===== config.mk =====
export PLATFORM = sky130hd
export DESIGN_NAME = fast_slow_hold
export DESIGN_NICKNAME = d
export VERILOG_FILES = /design/src/rtl/fast_slow_hold.sv
export SDC_FILE = /design/constraint.sdc
export NUM_CORES = 1
export LEC_CHECK = 0
export ABC_AREA = 1
export CELL_PAD_IN_SITES_DETAIL_PLACEMENT = 1
export CELL_PAD_IN_SITES_GLOBAL_PLACEMENT = 1
export CORE_ASPECT_RATIO = 0.75
export CORE_UTILIZATION = 39
export DETAILED_ROUTE_END_ITERATION = 12
export PLACE_DENSITY = 0.85
export SLEW_MARGIN = 20
export SYNTH_ARGS = -nofsm -noshare
export SYNTH_HDL_FRONTEND = slang
export SYNTH_SLANG_ARGS = --single-unit

===== constraint.sdc =====
create_clock -name clk -period 2 [get_ports clk]
set_input_delay 0.2 -clock clk [delete_from_list [all_inputs] [get_ports clk]]
set_output_delay 0.2 -clock clk [all_outputs]
set_load 0.05 [all_outputs]

===== src/rtl/fast_slow_hold.sv =====
// Fast-clock half of a fast->slow transfer: stages the newest input word and loads a hold
// register on each synchronised slow_clk edge. Define FAST_SLOW_HOLD_PERIOD_MEAS_EN for period measurement.
module fast_slow_hold #(
    parameter int WIDTH       = 12,
    parameter int CHANNELS    = 2,
    parameter int SYNC_STAGES = 2,
    parameter int CNT_W       = 8,
    parameter int PER_W       = 16
) (
    input  logic                      clk,
    input  logic                      rst_n,
    input  logic                      slow_clk,
    input  logic                      mode_fall,
    input  logic                      in_valid,
    input  logic [CHANNELS*WIDTH-1:0] in_data,
    output logic [CHANNELS*WIDTH-1:0] out_data,
    output logic                      out_stb,
    output logic                      stale,
    output logic [CNT_W-1:0]          overrun_cnt,
    output logic [PER_W-1:0]          period,
    output logic                      period_vld
);

    localparam int DW = CHANNELS * WIDTH;

    localparam logic [0:0] ST_WAIT = 1'b0;
    localparam logic [0:0] ST_RUN  = 1'b1;

    logic [SYNC_STAGES-1:0] sync_q;
    logic [SYNC_STAGES-1:0] prime_q;
    logic                   s;
    logic                   s_d_q;
    logic                   primed;
    logic                   mode_q;
    logic                   mode_chg;
    logic                   ev;
    logic                   cap;

    logic [0:0]       state_q;
    logic [0:0]       state_d;
    logic [DW-1:0]    stage_q;
    logic [DW-1:0]    stage_d;
    logic             stage_full_q;
    logic             stage_full_d;
    logic [DW-1:0]    out_q;
    logic [DW-1:0]    out_d;
    logic             stb_q;
    logic             stb_d;
    logic             stale_q;
    logic             stale_d;
    logic [CNT_W-1:0] ovr_q;
    logic [CNT_W-1:0] ovr_d;

    // prime_q fills with ones alongside the synchroniser, so the reset-cleared
    // chain is never mistaken for a genuine inactive slow_clk level.
    always_ff @(posedge clk or negedge rst_n) begin
        if (!rst_n) begin
            sync_q  <= '0;
            prime_q <= '0;
            s_d_q   <= 1'b0;
            mode_q  <= 1'b0;
        end else begin
            sync_q  <= {sync_q[SYNC_STAGES-2:0], slow_clk};
            prime_q <= {prime_q[SYNC_STAGES-2:0], 1'b1};
            s_d_q   <= s;
            mode_q  <= mode_fall;
        end
    end

    assign s        = sync_q[SYNC_STAGES-1];
    assign primed   = prime_q[SYNC_STAGES-1];
    assign mode_chg = mode_fall ^ mode_q;
    assign ev       = mode_fall ? (s_d_q & ~s) : (s & ~s_d_q);
    assign cap      = (state_q == ST_RUN) && ev;

    always_comb begin
        state_d = state_q;
        if (mode_chg) begin
            state_d = ST_WAIT;
        end else if ((state_q == ST_WAIT) && primed && (s == mode_fall)) begin
            state_d = ST_RUN;
        end
    end

    // One overrun per cycle at most: a valid word always displaces a pending staged word,
    // whether it goes to the stage or straight to the hold register.
    always_comb begin
        stage_d      = stage_q;
        stage_full_d = stage_full_q;
        out_d        = out_q;
        stale_d      = stale_q;
        stb_d        = 1'b0;
        ovr_d        = ovr_q;

        if (in_valid && stage_full_q && (ovr_q != '1)) begin
            ovr_d = ovr_q + 1'b1;
        end

        if (cap) begin
            stb_d        = 1'b1;
            stage_full_d = 1'b0;
            if (in_valid) begin
                out_d   = in_data;
                stale_d = 1'b0;
            end else if (stage_full_q) begin
                out_d   = stage_q;
                stale_d = 1'b0;
            end else begin
                stale_d = 1'b1;
            end
        end else if (in_valid) begin
            stage_d      = in_data;
            stage_full_d = 1'b1;
        end
    end

    always_ff @(posedge clk or negedge rst_n) begin
        if (!rst_n) begin
            state_q      <= ST_WAIT;
            stage_q      <= '0;
            stage_full_q <= 1'b0;
            out_q        <= '0;
            stb_q        <= 1'b0;
            stale_q      <= 1'b0;
            ovr_q        <= '0;
        end else begin
            state_q      <= state_d;
            stage_q      <= stage_d;
            stage_full_q <= stage_full_d;
            out_q        <= out_d;
            stb_q        <= stb_d;
            stale_q      <= stale_d;
            ovr_q        <= ovr_d;
        end
    end

    assign out_data    = out_q;
    assign out_stb     = stb_q;
    assign stale       = stale_q;
    assign overrun_cnt = ovr_q;

`ifdef FAST_SLOW_HOLD_PERIOD_MEAS_EN
    logic [PER_W-1:0] cnt_q;
    logic [PER_W-1:0] cnt_inc;
    logic [PER_W-1:0] per_q;
    logic             seen_q;
    logic             pvld_q;

    assign cnt_inc = (cnt_q == '1) ? cnt_q : cnt_q + 1'b1;

    // The first capture after arming only closes a partial interval, so it is not flagged valid.
    always_ff @(posedge clk or negedge rst_n) begin
        if (!rst_n) begin
            cnt_q  <= '0;
            per_q  <= '0;
            seen_q <= 1'b0;
            pvld_q <= 1'b0;
        end else if (state_q == ST_WAIT) begin
            cnt_q  <= '0;
            seen_q <= 1'b0;
            pvld_q <= 1'b0;
        end else if (cap) begin
            per_q  <= cnt_inc;
            cnt_q  <= '0;
            seen_q <= 1'b1;
            if (seen_q) begin
                pvld_q <= 1'b1;
            end
        end else begin
            cnt_q <= cnt_inc;
        end
    end

    assign period     = per_q;
    assign period_vld = pvld_q;
`else
    assign period     = '0;
    assign period_vld = 1'b0;
`endif

endmodule


==> flow_summary.yaml <==
power:
  p_sw_share_pct: 42.4
  ir_drop_uv: 576
  comb_power_share_pct: 40.1
  power_density_nw_per_um2: 1160
  switchingPower_mw: 1.97
  internal_power_mw: 2.68
  p_leak_nw: 2.07
  power_frac_seq_pct: 39.1
  p_clk_share_pct: 20.8
worst_setup_path:
  r2r-end: "stage_q[13]"
  crit_path_cell_trace: "clkdlybuf4s50_1"
  cp_max_fo: 6
  r2r_cells: 4
  cp_num_buf_inv: 1
  path_delay_family: "buffers and inverters"
  startpoint_type: "flip-flop"
  path_class: "reg2out"
  cpPeakStageDelay_ns: 0.84
  slowest_stage: "clkdlybuf4s50_1"
  r2r_slack_ns: 0.49
  end_kind: "output pin"
  cp.arrival_ns: 1.64
  critical_path_required_ns: 1.80
  r2r_start: "state_q"
placed_design:
  dp_hpwl_mm: 5.55
  port_buffers: 62
  place_congestion: 0.731
global_routing:
  global_route.usage.met3_pct: 6.26
  grt_max_degree: 67
  use_met2_pct: 33.4
  use_met1_pct: 26.5
  antenna_found_initial: 0
  gr-total-overflow: 0
  grt_pass1_wl_mm: 13.5
  grt_pass1_vias: 2807
  grt.total_usage_pct: 20.3
  busiest_layer: "met2"
die:
  num_io_pins: 80
  dieArea_um2: 8680
  fp.dieH_um: 81.0
  start_util_pct: 40.6
  core-area_um2: 7990
  die_x_um: 107
  fp-row-count: 28
yosys:
  synth_largest_area_cell: "dfrtp_1"
  syn_avg_cell_area_um2: 8.17
  netlist-cell-type-count: 24
  yosys_warnings: 0
  synth_cells: 397
  ys_seq_elements: 66
  ys_seq_area_share_pct: 50.9
  syn_area_um2: 3240
  synth_top_area_share_pct: 50.9
  synth_area_leaders: "dfrtp_1 (51%), nand2_1 (21%), nand4_1 (5.2%)"
cts:
  cts_resized: 0
  path_clk_slew_ns: 0.07
  cts_tree: "yes"
  cts_inserted_buffers: 9
  cts.sinks: 66
  cts_buffer_depth: 2
  clockRootBuffer: "clkbuf_8"
  clkLatencyLatePin_ns: 0.34
  htreeDepth: 3
sta:
  period_share_pct: 91.8
  rsz0062_at_grt: "false"
  max_freq_mhz: 545
  final_hold_viol_count: 0
  setup_viol: 0
  slew_headroom_pct: 56.8
  period_needed_ns: 1.84
  skew_ns: 0.00802
  setup_tns_ns: 0
  drv_slew: 0
  tightest_slew_ns: 0.648
drt:
  drtAntennaViolNets: 0
  drt_iter0_markers: 94
  vias: 2735
  dr.pass1.iters: 5
  wl_per_cell_um: 14.1
  drc: 0
  vias_per_cell: 4.84
  finalWirelength_mm: 7.98
finish:
  n_antenna_cell: 0
  final_nets: 485
  area_growth_pct: 23.9
  drive_above_1_share_pct: 8.70
  fin_util_pct: 50.3
min_path:
  worstHoldStart: "slow_clk"
  hold_depth: 1
  holdPathEnd: "sync_q[0]"
  hold_class: "in2reg"
run_status:
  status: "completed"
flow_run:
  maxCapViolations: 0
-- synthesized netlist by cell type, drive strengths merged --
library cell  instances
ha                    1
clkbuf                2
conb                  2
xor2                  1
inv                  16
nand2               197
nand3b                1
nand3                32
o21ai                 4
nand4                27
buf                  36
dfrtp                66
nor2                  8
a21oi                 3
xnor2                 1
-- layer usage --
metal | vias up | wire, µm
met2 | 67 | 3770
met3 | 9 | 364
met5 | - | 0
met1 | 1318 | 3770
li1 | 1341 | -
met4 | 0 | 70
-- flip-flops by register name (all words and copies together) (netlist names) --
name          flops
mode_q            1
out_data         24
out_stb           1
overrun_cnt       8
prime_q           2
s_d_q             1
stage_full_q      1
stage_q          24
stale             1
state_q           1
sync_q            2
-- metrics by stage --
step                total power [mW]  setup WS, ns  instance area, µm²  hold slack, ns  std cells
finish                          4.65         0.164                4020           0.294        565
global route                    4.92        0.0945                4020           0.274        565
CTS                             4.70         0.157                4020           0.283        565
detailed placement              3.72         0.233                3840           0.246        548
global placement                3.66         0.319                3840           0.243        548
floorplan                       3.08         0.408                3300         -0.0956        413
-- power by group through the flow --
stage                     Sequential (mW)  Clock (mW)  Combinational, mW
after floorplan                      2.56           0              0.524
after global placement               1.83           0               1.83
after detailed placement             1.84           0               1.88
after CTS                            1.82       0.991               1.88
after global routing                 1.86        1.06               1.99
final                                1.82       0.970               1.86
-- how the worst max path moves through the flow --
stage                               from        endpoint  slack [ns]  cells after the start
after CTS                 overrun_cnt[2]  overrun_cnt[2]        0.16                      1
after global routing      overrun_cnt[2]  overrun_cnt[2]        0.09                      1
after detailed placement       mode_fall     stage_q[13]        0.23                      8
after floorplan           overrun_cnt[0]  overrun_cnt[2]        0.41                      7
final                     overrun_cnt[2]  overrun_cnt[2]        0.16                      1
after global placement         mode_fall     stage_q[19]        0.32                      8
-- area by class of cell --
| class | instances | area (µm²) |
|---|---|---|
| clock buffer | 13 | 149 |
| clock inverter | 3 | 15.0 |
| fill | 974 | 3970 |
| inverter | 16 | 60.1 |
| multi-input combinational | 293 | 1330 |
| sequential | 66 | 1650 |
| tap | 105 | 131 |
| timing repair buffer | 69 | 678 |
-- what timing repair did --
| item | in CTS | in global routing |
|---|---|---|
| hold buffers | 1 | 0 |
| setup buffers | 0 | 0 |
| hold endpoints to repair | 66 | 0 |
-- cells in the final DEF, fill, tap and decap left out, types with 4 or more instances in the layout --
master / Yosys / layout
nand2_2: 12 / 12
nand2_1: 182 / 182
conb_1: 2 / 18
dfrtp_1: 66 / 66
nand4_1: 27 / 27
nand3_1: 29 / 29
buf_4: 22 / 5
inv_1: 15 / 15
o21ai_0: 4 / 4
clkdlybuf4s50_1: 0 / 60
clkbuf_8: 0 / 10
nor2_1: 8 / 8
-- logic make-up after synthesis --
kind of cell,synth area share (%)
AO/OA/AOI/OAI,1.08
XOR/XNOR,0.540
other,0.232
flip-flops,50.9
adder cells (fa/ha/maj),0.386
buffers and inverters,9.84
AND/OR/NAND/NOR,37.0
No activity file was read; power rests on OpenSTA's default activity.
